[src/rtl/rx_cmd_decoder.sv]
// Pops header[+msb+lsb] command frames from the rx FIFO and presents each one as a
// single command word on a valid/ready handshake. Optional trailing XOR checksum: RX_CMD_CHECKSUM_EN.
module rx_cmd_decoder #(
  parameter int unsigned TIMEOUT_CYCLES   = 100000,
  parameter int unsigned PAYLOAD_FLAG_BIT = 7
) (
  input  logic        clk,
  input  logic        rst,
  input  logic [7:0]  rx_rdata,
  input  logic        rx_rempty,
  output logic        rx_rinc,
  output logic        cmd_valid,
  input  logic        cmd_ready,
  output logic [7:0]  cmd_code,
  output logic [15:0] cmd_data,
  output logic        err_timeout,
  output logic        err_checksum,
  output logic        busy,
  output logic [15:0] frame_count
);

`ifdef RX_CMD_CHECKSUM_EN
  typedef enum logic [2:0] {IDLE, GET_MSB, GET_LSB, GET_CHK, OUT} state_t;
  localparam state_t AFTER_DATA = GET_CHK;
`else
  typedef enum logic [2:0] {IDLE, GET_MSB, GET_LSB, OUT} state_t;
  localparam state_t AFTER_DATA = OUT;
`endif

  localparam logic [31:0] TIMEOUT_LIMIT = 32'(TIMEOUT_CYCLES);

  state_t      state, state_next;
  logic [31:0] wait_cnt, wait_cnt_next;
  logic [7:0]  code_next;
  logic [15:0] data_next;
  logic [15:0] count_next;
  logic        pop;
  logic        in_fetch;
  logic        timeout_hit;
`ifdef RX_CMD_CHECKSUM_EN
  logic        chk_err;
`endif

  // The timeout fires on the TIMEOUT_CYCLES-th consecutive empty cycle, so it can never
  // coincide with a byte being available; that byte is simply left for the next header.
  always_comb begin
    in_fetch = (state == GET_MSB) || (state == GET_LSB);
`ifdef RX_CMD_CHECKSUM_EN
    in_fetch = in_fetch || (state == GET_CHK);
`endif
    timeout_hit = in_fetch && rx_rempty && (TIMEOUT_CYCLES != 0) &&
                  (wait_cnt == TIMEOUT_LIMIT - 32'd1);
    pop = (state != OUT) && !rx_rempty && !rst && !timeout_hit;
  end

  assign rx_rinc   = pop;
  assign cmd_valid = (state == OUT);
  assign busy      = (state != IDLE);

  always_comb begin
    state_next  = state;
    code_next   = cmd_code;
    data_next   = cmd_data;
    count_next  = frame_count;
    err_timeout = 1'b0;
`ifdef RX_CMD_CHECKSUM_EN
    chk_err     = 1'b0;
`endif
    case (state)
      IDLE: begin
        if (pop) begin
          code_next = rx_rdata;
          if (rx_rdata[PAYLOAD_FLAG_BIT]) begin
            state_next = GET_MSB;
          end else begin
            data_next  = 16'h0000;
            state_next = AFTER_DATA;
          end
        end
      end
      GET_MSB: begin
        if (timeout_hit) begin
          err_timeout = 1'b1;
          state_next  = IDLE;
        end else if (pop) begin
          data_next[15:8] = rx_rdata;
          state_next      = GET_LSB;
        end
      end
      GET_LSB: begin
        if (timeout_hit) begin
          err_timeout = 1'b1;
          state_next  = IDLE;
        end else if (pop) begin
          data_next[7:0] = rx_rdata;
          state_next     = AFTER_DATA;
        end
      end
`ifdef RX_CMD_CHECKSUM_EN
      // cmd_data is zero for header-only frames, so one XOR covers both frame shapes.
      GET_CHK: begin
        if (timeout_hit) begin
          err_timeout = 1'b1;
          state_next  = IDLE;
        end else if (pop) begin
          if (rx_rdata == (cmd_code ^ cmd_data[15:8] ^ cmd_data[7:0])) begin
            state_next = OUT;
          end else begin
            chk_err    = 1'b1;
            state_next = IDLE;
          end
        end
      end
`endif
      OUT: begin
        if (cmd_ready) begin
          count_next = frame_count + 16'd1;
          state_next = IDLE;
        end
      end
      default: state_next = IDLE;
    endcase

    if (in_fetch && rx_rempty && (state_next == state)) begin
      wait_cnt_next = wait_cnt + 32'd1;
    end else begin
      wait_cnt_next = 32'd0;
    end
  end

`ifdef RX_CMD_CHECKSUM_EN
  assign err_checksum = chk_err;
`else
  assign err_checksum = 1'b0;
`endif

  always_ff @(posedge clk or posedge rst) begin
    if (rst) begin
      state       <= IDLE;
      cmd_code    <= 8'h00;
      cmd_data    <= 16'h0000;
      frame_count <= 16'h0000;
      wait_cnt    <= 32'd0;
    end else begin
      state       <= state_next;
      cmd_code    <= code_next;
      cmd_data    <= data_next;
      frame_count <= count_next;
      wait_cnt    <= wait_cnt_next;
    end
  end

endmodule

[config.mk]
export PLATFORM = sky130hd
export DESIGN_NAME = rx_cmd_decoder
export DESIGN_NICKNAME = d
export VERILOG_FILES = /design/src/rtl/rx_cmd_decoder.sv
export SDC_FILE = /design/constraint.sdc
export NUM_CORES = 1
export LEC_CHECK = 0
export CORE_MARGIN = 5
export CORE_UTILIZATION = 49
export CTS_BUF_LIST = sky130_fd_sc_hd__clkbuf_16
export CTS_CLUSTER_DIAMETER = 200
export CTS_CLUSTER_SIZE = 12
export DETAILED_ROUTE_END_ITERATION = 10
export GPL_TIMING_DRIVEN = 1
export PLACE_DENSITY = 0.82
export SLEW_MARGIN = 10
export SYNTH_ARGS = -nofsm -noshare
export SYNTH_HDL_FRONTEND = slang
export SYNTH_SLANG_ARGS = --single-unit
export TNS_END_PERCENT = 5
[constraint.sdc]
create_clock -name clk -period 2.6 [get_ports clk]
set_input_delay 0.52 -clock clk [delete_from_list [all_inputs] [get_ports clk]]
set_output_delay 0.52 -clock clk [all_outputs]
set_load 0.03 [all_outputs]
Word-level counts from Yosys, hierarchy flattened
Index checks and enable logic that the tools add are counted.
{"block": "totals", "ram_bits": 0, "mem_bits_ro": 0, "memories": 0, "latch_bits": 0, "regBits": 75, "elab_cells": 56}
{"block": "classes", "n_addsub": 2, "muxes": 17, "n_shift": 0, "div": 0, "bitwise_logic": 0, "reduce_logical": 19, "n_eq_ne": 12, "n_mul": 0, "magnitude_cmp": 0}
{"operator": "$add A32 B1 Y32 const B", "count": 1}
{"operator": "$eq A32 B17 Y1 const B", "count": 1}
{"operator": "$mux W16", "count": 2}
{"operator": "$mux W32", "count": 1}
{"operator": "$pmux W8 S2", "count": 2}
{"operator": "$mux W3", "count": 6}
{"operator": "$add A16 B1 Y16 const B", "count": 1}
{"operator": "$mux W8", "count": 2}
{"operator": "$ne A2 B2 Y1 const B", "count": 6}
{"operator": "$pmux W3 S4", "count": 1}
{"operator": "$reduce_and A5 Y1", "count": 2}
{"operator": "$eq A3 B2 Y1 const B", "count": 2}
{"operator": "$logic_and A1 B1 Y1", "count": 6}
{"operator": "$reduce_and A2 Y1", "count": 2}
{"operator": "$reduce_bool A2 Y1", "count": 2}
{"operator": "$eq A3 B1 Y1 const B", "count": 1}
{"operator": "$eq A3 B3 Y1", "count": 1}
{"operator": "$logic_not A1 Y1", "count": 3}
{"operator": "$logic_not A3 Y1", "count": 1}
{"operator": "$ne A3 B2 Y1 const B", "count": 1}
{"operator": "$reduce_bool A3 Y1", "count": 1}
{"operator": "$mux W1", "count": 2}
{"operator": "$mux W2", "count": 1}
{"operator": "$reduce_or A2 Y1", "count": 1}
{"operator": "$logic_or A1 B1 Y1", "count": 1}

Logic depth before layout (Yosys ltp)
{"block": "logic_depth", "word_depth": 12, "mapped_depth": 6, "mapped_depth_nobuf": 5}

Worst setup path before layout
No wires, ideal clock.
{"block": "synth_timing", "path_kind": "reg-to-output", "from": "register wait_cnt[14]", "to": "output err_timeout", "arrival_ns": 2.504, "n_path_buf": 0, "path_slack_ns": -0.424, "stages_incl_launch_ff": 4, "cell_sequence": "dfrtp_1 or4b_1 or4_4 nor4_1"}
{"block": "synth_via", "elab_chain_cells": 4}
{"element": "from (decl)", "line": "33", "text": "logic [31:0] wait_cnt, wait_cnt_next;"}
{"element": "from (signal assigned)", "line": "149", "text": "wait_cnt <= wait_cnt_next;"}
{"element": "$eq A32 B17 Y1", "line": "52", "text": "(wait_cnt == TIMEOUT_LIMIT - 32'd1);"}
{"element": "$logic_and A1 B1 Y1", "line": "51", "text": "timeout_hit = in_fetch && rx_rempty && (TIMEOUT_CYCLES != 0) &&"}
{"element": "$mux W1", "line": "82, 91"}
{"element": "$mux W1"}
{"element": "to (decl)", "line": "16", "text": "output logic err_timeout,"}
Every way passes these cells.

Final worst setup path
{"block": "layout_timing", "from": "register wait_cnt[13]", "to": "output err_timeout"}
The elaborated chain is that of the path after synthesis.

==> flow_metrics.py <==
metrics = {
    "outcome": {
        "outcome": "finished, violations left",
        "failed_checks": "setup timing",
    },
    "clock_tree": {
        "insertion_delay_ps": 340,
        "cts_buffer_depth": 2,
        "cts_max_level": 3,
        "clkTransAtPathRegs_ps": 60,
        "cts_hold_buf": 0,
        "cts_buffers": 9,
        "cts-root-buf": "clkbuf_16",
        "cts_sinks": 75,
        "cts_tree": "built",
    },
    "synth": {
        "yosysSeqAreaShare": 0.5088,
        "synth_cell_types": 47,
        "syn-cell-area_mm2": 0.003689,
        "ys_seq_elements": 75,
        "synth_ff_type": "dfrtp_1",
        "synth_compound_area_frac": 0.1187,
        "synth_fa_ha_area_frac": 0.006784,
        "syn_area_per_cell_um2": 10.45,
        "synthCells": 353,
        "synth-xor-area-share": 0.05936,
        "async_flop_share": 1.000,
        "synthSimpleGateAreaFrac": 0.2381,
        "synth_warnings": 0,
        "synth_edf_count": 0,
        "muxShareOfSynthArea": 0.02442,
        "synth_top_family_by_area": "simple AND/OR/NAND/NOR gates",
    },
    "route": {
        "first_pass_iters": 4,
        "drt_iter0_drc": 274,
        "vias": 3041,
        "wire_per_inst_um": 16.20,
        "via_per_inst": 5.770,
        "drc": 0,
        "wirelength_um": 8536,
        "ant_nets": 0,
    },
    "setup_path": {
        "start_kind": "flip-flop",
        "cp_num_cells": 4,
        "cp.arrival_ps": 2140,
        "critPathKind": "reg2out",
        "cp_num_buf_inv": 1,
        "cp_max_fo": 2,
        "cp_slowest_cell": "or4_4",
        "crit_chain": "or4b_1, or4_4, nor4_4, buf_6",
        "cp.required_ps": 2080,
        "critPathTopFamily": "simple AND/OR/NAND/NOR gates",
        "worstSetupEndpointType": "output port",
        "slowest_delay_ps": 580,
        "reg2reg_depth": 6,
    },
    "timing": {
        "worst_slack_ps": -56.31,
        "whs_ps": 474.8,
        "fmax_ghz": 0.3765,
        "fin_crit_ps": 2656,
        "maxSlewViolCount": 0,
        "tns_ps": -56.31,
        "rsz0062_at_grt": "true",
        "setup_viol": 1,
        "worstMarginPinSlew_ps": 709.9,
        "period_share": 1.022,
        "timing.final.hold_violations": 0,
        "relSlewSlack": 0.5224,
        "skew_ps": 6.381,
    },
    "global_routing": {
        "grt_first_pass_wirelength_um": 14490,
        "grt.total_usage": 0.1848,
        "grt-ovfl-total": 0,
        "grt_pass1_vias": 2950,
        "antenna_found_initial": 0,
        "grt_max_degree": 28,
    },
    "final_layout": {
        "design_area_mm2": 0.004767,
        "syn_to_final_growth_pct": 29.24,
        "layout.nets": 437,
        "fillers": 582,
        "multiInputGateArea_mm2": 0.001673,
        "drive_gt1_frac": 0.1682,
        "final-seq-area_mm2": 0.001877,
        "antenna_cells": 0,
    },
    "pwr": {
        "power_leakage_nw": 1.908,
        "ir_drop_mv": 0.5349,
        "power_density_mw_per_mm2": 666.4,
    },
    "placed_design": {
        "place_hpwl_um": 6018,
        "placed_cell_area_mm2": 0.004415,
        "portBuffers": 55,
        "routabilityCongestion": 0.9087,
        "place_ws_ps": 86.68,
    },
    "floorplanning": {
        "start_util": 0.5058,
        "die_area_mm2": 0.009363,
        "core_mm2": 0.007292,
        "ios": 57,
        "die_w_um": 96.76,
        "die_y_um": 96.76,
        "num_rows": 31,
    },
    "job": {
        "maxCapViolCount": 0,
    },
    "worst_hold_path": {
        "hold_class": "reg2reg",
        "hold_depth": 1,
    },
}
-- layout by cell type, fill, tap and decap left out, types with 12 or more instances in the layout --
| master | instances |
|---|---|
| dfrtp_1 | 75 |
| clkdlybuf4s50_1 | 53 |
| nand3_1 | 24 |
| nand2_1 | 22 |
| buf_4 | 18 |
| inv_1 | 16 |
| o21ai_0 | 16 |
| xnor2_1 | 13 |
| xor2_1 | 12 |
| or4_1 | 12 |
| a21oi_1 | 12 |
-- registers in the layout, indices dropped and copies added, names as in the netlist --
signal and count:
state 3, frame_count 16, cmd_code 8, wait_cnt 32, cmd_data 16
-- through the flow --
stage / total power (W) / util / std cells
after global routing: 0.003292 / 0.6537 / 527
after floorplan: 0.001600 / - / 354
final: 0.003177 / 0.6537 / 527
after detailed placement: 0.001825 / 0.6055 / 509
after global placement: 0.001815 / 0.6055 / 509
after CTS: 0.003204 / 0.6532 / 527
-- routing by layer --
metal  global-route usage  wire length (µm)  vias up
met5                    0                 0        -
met4              0.06911                97        0
met3              0.04532               422        9
met2               0.3004              4288       93
met1               0.2390              3727     1492
li1                     -                 -     1447
-- worst reg2reg max path: stages, from the launching register on --
cell and delay [ps]:
dfrtp_1 390, or4b_1 500, or4_4 580, buf_4 170
o31ai_4 250, buf_4 280, a21oi_1 80
-- where the power goes --
group / total [W] / internal [W] / switching [W]
Clock: 0.00138 / 0.000860 / 0.000518
Sequential: 0.00130 / 0.00125 / 0.0000590
Combinational: 0.000494 / 0.000214 / 0.000280
Total: 0.00318 / 0.00232 / 0.000857
-- what timing repair did --
item,CTS,global route
pin swaps,2,0
setup buffers,2,0
resized for setup,0,1
endpoints found under the setup margin,1,1
-- layout make-up --
class,instances,share of cell area
sequential,75,0.3937
multi-input combinational,247,0.3509
timing repair buffer,73,0.1462
clock buffer,9,0.04724
tap,99,0.02598
clock inverter,7,0.02257
inverter,17,0.01339
-- cells by family after synthesis --
group,count (synthesis)
AOI/OAI and AO/OA,62
xor gates and xnor gates,25
adders and majority gates,2
buffers and inverters,32
DFF,75
muxes,8
other,1
and+or+nand+nor,148
-- Yosys cell counts, drive strengths merged, types with 7 or more instances --
| library cell | instances | area [µm²] |
|---|---|---|
| a21oi | 22 | 147.6 |
| a22o | 7 | 61.31 |
| dfrtp | 75 | 1877 |
| nand3 | 24 | 120.1 |
| mux2 | 8 | 90.09 |
| o31ai | 11 | 96.34 |
| or3 | 10 | 62.56 |
| nand4 | 11 | 68.82 |
| nor4 | 12 | 81.33 |
| and4 | 10 | 88.84 |
| nand2 | 22 | 82.58 |
| nor3 | 8 | 40.04 |
| nor2 | 21 | 103.9 |
| o21ai | 17 | 85.08 |
| clkbuf | 8 | 40.04 |
| xnor2 | 13 | 113.9 |
| inv | 17 | 63.81 |
| or4 | 13 | 101.4 |
| buf | 7 | 53.79 |
| xor2 | 12 | 105.1 |
-- worst paths after layout --
| path | start | to | slack [ps] |
|---|---|---|---|
| setup / recovery | wait_cnt[13]$_DFF_PP0_ | err_timeout | -60 |
| hold / removal | frame_count[15]$_DFFE_PP0P_ | frame_count[15]$_DFFE_PP0P_ | 470 |
| setup reg to reg | wait_cnt[13]$_DFF_PP0_ | wait_cnt[18]$_DFF_PP0_ | 220 |
| hold reg to reg | frame_count[15]$_DFFE_PP0P_ | frame_count[15]$_DFFE_PP0P_ | 470 |
| max in group asynchronous | rst | state[1]$_DFF_PP0_ | 1330 |
| min in group asynchronous | rst | wait_cnt[5]$_DFF_PP0_ | 550 |
Note: power is estimated with default switching activity, not from simulation.
==> edit 1 (config.mk and constraints unchanged) <==
Register the output `frame_count` once more, cleared by the reset; this adds one clock of latency there. The other outputs are not delayed to match.
--- a/src/rtl/rx_cmd_decoder.sv
+++ b/src/rtl/rx_cmd_decoder.sv
@@ -30,2 +30,4 @@
   localparam logic [31:0] TIMEOUT_LIMIT = 32'(TIMEOUT_CYCLES);
+
+  logic [15:0] frame_count_s0;
 
@@ -63,3 +65,3 @@
     data_next   = cmd_data;
-    count_next  = frame_count;
+    count_next  = frame_count_s0;
     err_timeout = 1'b0;
@@ -116,3 +118,3 @@
         if (cmd_ready) begin
-          count_next = frame_count + 16'd1;
+          count_next = frame_count_s0 + 16'd1;
           state_next = IDLE;
@@ -141,3 +143,3 @@
       cmd_data    <= 16'h0000;
-      frame_count <= 16'h0000;
+      frame_count_s0 <= 16'h0000;
       wait_cnt    <= 32'd0;
@@ -147,4 +149,12 @@
       cmd_data    <= data_next;
-      frame_count <= count_next;
+      frame_count_s0 <= count_next;
       wait_cnt    <= wait_cnt_next;
+    end
+  end
+
+  always_ff @(posedge clk or posedge rst) begin
+    if (rst) begin
+      frame_count <= '0;
+    end else begin
+      frame_count <= frame_count_s0;
     end
Behaviour: not the same (a bounded check fails within 4 cycles, from zero or initial values and one cycle with rst high).
==> edit 1 against the original RTL <==
Wire length increased by 2.0%. Area after synthesis increased by 7.7%. Combinational power increased by 3%. Worst setup slack improved by 0.22 ns. Critical path depth increased by 1. Sequential cell count increased by 16. Clock skew decreased by 0.00063 ns. Sequential share of layout area increased by 6.1 points. Register-to-register slack improved by 0.17 ns. Power increased by 6.3%. First-iteration DRC count decreased by 6.9%. Design area increased by 5.0%. Via count increased by 1.3%. Critical endpoint unchanged. Highest routed layer unchanged.
==> edit 1: results (changes against the original RTL) <==
| Metric | Value |
|---|---|
| Status | completed |
| Normalized max-slew margin | 44.77% (-7.5 points) |
| GPL Wtd Cong | 0.8396 (-7.6%) |
| Number of standard cells in the final layout excluding fillers | 533 (+1.1%) |
| CP max FO | 5 (+3) |
| Post-DP HPWL | 5.895 mm (-2.0%) |
| Fin nets | 440 (+0.69%) |
| Max Buffers Root-to-Sink | 2 (unchanged) |
| WP data arrival | 1.92 ns (-0.22 ns) |
| Wirelength per Cell | 16.34 um (+0.89%) |
| Peak supply drop | 447.7 uV (-16%) |
| Placed insts | 517 (+1.6%) |
| Final setup skew | 0.005756 ns (-0.0006253 ns) |
| Synth cell types | 39 (-17%) |
| Clk slew on worst S/H paths | approximately 0.070 ns |
| Initial DRC Count | 255 (-6.9%) |
| CP Launch Point | wait_cnt[0]$_DFF_PP0_ |
| Vias in the first global route | 2,886 (-2.2%) |
| Via Count | 3,082 (+1.3%) |
| Cells after Synth | 365 (+3.4%) |
| Area of the multi-input gates | 0.001592 sq mm (-4.9%) |
| Fillers | 633 (+8.8%) |
| Sequential area share after synthesis | 57.30% (+6.4 points) |
| Synth warn | 0 (unchanged) |
| Total leakage power | 2.047 nW (+7.3%) |
| R2r startpoint | wait_cnt[2]$_DFF_PP0_ |
| Total track usage | 18.37% (-0.11 points) |
| Hold Crit Start | frame_count_s0[15]$_DFFE_PP0P_ |
| Dpl cell area | 0.004673 sq mm (+5.8%) |
| Commonest cells post-synth | 91 x dfrtp_1, 26 x nand3_1, 23 x a21oi_1 |
| Proportion of layout cells with a drive suffix above 1 | 10.90% (-5.9 points) |
| Top cells by area, synth | dfrtp_1 57%, xnor2_1 3.7%, nand3_1 3.3%, a21oi_1 2.9%, o21ai_0 2.3% |
| Largest net degree at the start of global routing | 92 (+230%) |
| Slowest stage cell, crit path | dfrtp_1 |
| ANT nets after route | 0 (unchanged) |
| ANT cells | 0 (unchanged) |
| Worst path max stage delay | 0.39 ns (-0.19 ns) |
| First-pass GRT wire length | 14.75 mm (+1.8%) |
[edit 1: changes by cell type after synthesis, moves of 8 or more]
cell     before  now
dfrtp_1      75   91
a21oi_1      12   23
nor2_2       10    0
a21oi_2      10    2
[edit 1: power breakdown]
part | switching (mW) | total, mW | internal (mW)
registers | 0.0616 | 1.56 | 1.50
clock network | 0.553 | 1.30 | 0.752
logic | 0.293 | 0.507 | 0.214
[edit 1: through the flow]
stage	setup WS (ns)	hold slack, ns	power [mW]
final	0.1643	0.4141	3.377
after global routing	0.003403	0.4183	3.521
after CTS	0.01796	0.4084	3.400
after detailed placement	0.2023	0.3829	2.102
after global placement	0.2531	0.3913	2.087
after floorplan	-0.004014	0.3729	1.870
[edit 1: final timing paths]
path | end | slack, ns | cells after the start
setup reg to reg | wait_cnt[31]$_DFF_PP0_ | 0.39 | 4
hold / removal | frame_count[15]$_DFF_PP0_ | 0.41 | 0
min in group asynchronous | cmd_code[6]$_DFFE_PP0P_ | 0.71 | 3
hold reg to reg | frame_count[15]$_DFF_PP0_ | 0.41 | 0
max in group asynchronous | frame_count_s0[1]$_DFFE_PP0P_ | 1.54 | 3
setup / recovery | err_timeout | 0.16 | 5
[edit 1: cell type report]
class	count	area share (%)
clock buffers	9	4.501
inverters	18	1.425
repair buffers	65	12.70
multi-input cells	241	31.81
well taps	102	2.551
clock inverters	7	1.500
flip-flops and latches	91	45.51
[edit 1: cells by family after synthesis]
logic type                 count (synthesis)  share of synthesized area [%]
other                                      1                        0.09437
muxes                                      8                          2.267
xor gates and xnor gates                  24                          5.290
DFF                                       91                          57.30
AOI/OAI and AO/OA                         68                          11.08
adders and majority gates                  2                         0.6296
buffers and inverters                     34                          3.432
and+or+nand+nor                          137                          19.90
[edit 1: repair_timing]
item                       4_1_cts  5_1_grt
setup buffers                    0        0
pin swaps                        0        1
setup endpoints to repair        1        2
resized for setup                1        4
[edit 1: layer usage]
metal / vias up / part of all wire [%] / GRT usage [%]
met5: - / 0 / 0
met1: 1524 / 45 / 25.42
li1: 1462 / - / -
met3: 11 / 4.9 / 3.614
met4: 0 / 1.2 / 5.492
met2: 85 / 49 / 29.55
[edit 1: critical path, delay by kind of cell, from the launching register on]
| family | cells | cell delay, ns |
|---|---|---|
| DFF | 1 | 0.39 |
| and+or+nand+nor | 3 | 0.75 |
| adders and majority gates | 1 | 0.23 |
| buffers and inverters | 1 | 0.21 |
==> edit 2 (config.mk and constraints unchanged) <==
Made on the original files. Add a define of `RX_CMD_CHECKSUM_EN`.
--- a/src/rtl/rx_cmd_decoder.sv
+++ b/src/rtl/rx_cmd_decoder.sv
@@ -2,2 +2,4 @@
 // single command word on a valid/ready handshake. Optional trailing XOR checksum: RX_CMD_CHECKSUM_EN.
+`define RX_CMD_CHECKSUM_EN
+
 module rx_cmd_decoder #(
Behaviour: not the same (Yosys sat finds a counterexample within 4 cycles, from zero or initial values and one cycle with rst high).
==> edit 2 against the original RTL <==
The flow still finishes with violations (setup timing). Non-clock buffer count is 2 higher. Global-route usage increased by 0.15 points. Wire length decreased by 4.1%. Clock skew hardly changed. Area after synthesis fell by 0.61%. Sequential cell count unchanged. Worst setup slack improved by 0.050 ns. Design area increased by 0.29%. Largest cell class unchanged.
Power is not compared: it rests on default switching activity, and its combinational part moved more than twofold at a synthesized area within 25%.
==> edit 2: results (changes against the original RTL) <==
| Metric | Value |
|---|---|
| Failing checks | setup timing |
| Top_reg_cell synth | dfrtp_1 |
| Total leakage power | 2.082 nW |
| Postcts setup bufs | 5 (+3) |
| Root Buffer | clkbuf_16 |
| Sequential area share after synthesis | 51.19% (+0.31 points) |
| Synthesis-to-finish area growth | 30.41% |
| Synthesized Nets | 367 |
| Fin nets | 444 (+1.6%) |
| Xor/xnor share of the synthesized area | 16.48% (+11 points) |
| Dpl cell area | 0.004415 sq mm (unchanged) |
| WP data arrival | 2.09 ns (-0.05 ns) |
| Compound-gate portion of the synthesized area | 3.823% (-8.0 points) |
| Worst Tran Pin Value | 0.8740 ns (+0.1641 ns) |
| Status | finished, violations left |
| Post-Route M1 WL | 3.612 mm (-3.1%) |
| Reg2Reg Depth | 10 (+4) |
| Synth cell types | 31 (-34%) |
| Slowest stage cell, crit path | or4_1 |
| First-pass GRT wire length | 13.40 mm (-7.5%) |
| Final wirelength | 8.182 mm (-4.1%) |
| CTS buffer count | 9 (unchanged) |
| Worst hold endpoint | frame_count[15]$_DFFE_PP0P_ |
| WHS | 0.4694 ns (-0.005367 ns) |
| Final setup fails | 2 (+1) |
| Max Used Layer | met4 |
| R2R Setup Slk | 0.09 ns (-0.13 ns) |
| Commonest cells post-synth | 75 x dfrtp_1, 46 x nor2_1, 36 x xor2_1 |
| CP max FO | 2 (unchanged) |
| Proportion of layout cells with a drive suffix above 1 | 11.52% (-5.3 points) |
| Post-synthesis mux area share | 2.765% (+0.32 points) |
| Hold Crit Depth | 1 (unchanged) |
| Largest net degree at the start of global routing | 43 (+54%) |
| R2r startpoint | wait_cnt[29]$_DFF_PP0_ |
| Vias in the first global route | 2,801 (-5.1%) |
| Pre-antenna DRT Iters | 5 (+1) |
| Async set or reset register ratio after synthesis | 100.0% (unchanged) |
| GPL Wtd Cong | 0.8362 (-8.0%) |
| Met2 wire len | 4.100 mm (-4.4%) |
| Vias per inst | 5.394 (-6.5%) |
| Final setup skew | 0.006717 ns (+0.0003361 ns) |
| RR Endpoint | wait_cnt[24]$_DFF_PP0_ |
| Resized cells post-CTS | 1 (+1) |
| Worst path max stage delay | 0.51 ns (-0.07 ns) |
| Clk slew on worst S/H paths | 0.06 ns (about the same) |
| Setup slack after layout | -0.006640 ns (+0.04967 ns) |
| Metal3 WL | 387 um (-8.3%) |
| Worst setup path class | flip-flop to output pin |
| Top flop regs | wait_cnt x32, cmd_data x16, frame_count x16 |
| Post-Place Setup Slack | 0.05849 ns (-0.02819 ns) |
| Input/output buffers | 56 (+1.8%) |
| Post-DP HPWL | 5.735 mm (-4.7%) |
| Met2 usage in global routing | 30.92% (+0.88 points) |
| Met3 global-route usage | 4.957% (+0.43 points) |
| Initial DRC Count | 194 (-29%) |
| Fillers | 550 (-5.5%) |
| Fraction of the mapped netlist area in adder cells | 0.6826% (+0.0042 points) |
| Met1 Resource Use GR | 23.67% (-0.23 points) |
| Top cells by area, synth | dfrtp_1 51%, xor2_1 8.6%, xnor2_1 7.9%, nor2_1 4.7%, nand3_1 3.1% |
| Total track usage | 18.63% (+0.15 points) |
-- edit 2: cells by family after synthesis --
kind of cell               after synthesis
and+or+nand+nor                        153
buffers and inverters                   24
AOI/OAI and AO/OA                       21
muxes                                    9
adders and majority gates                2
DFF                                     75
xor gates and xnor gates                69
-- edit 2: area by class of cell --
cell class                 count  area share, %
multi-input combinational    254          35.36
clock inverter                 6          1.701
tap                           99          2.591
timing repair buffer          75          15.21
sequential                    75          39.26
inverter                      15          1.178
clock buffer                   9          4.711
-- edit 2: power by group through the flow --
stage                     logic (mW)  clock network, mW  registers [mW]
after floorplan                0.589                  0            1.85
after global placement          1.39                  0            1.55
after detailed placement        1.41                  0            1.56
after CTS                       1.41               1.30            1.53
after global routing            1.52               1.36            1.56
final                           1.42               1.28            1.54
-- edit 2: metrics by stage --
step | instances | TNS (ns)
2_1_floorplan | 353 | 0
4_1_cts | 533 | -0.02017
3_3_place_gp | 513 | 0
5_1_grt | 533 | -0.1363
6_report | 533 | -0.007025
3_5_place_dp | 513 | 0
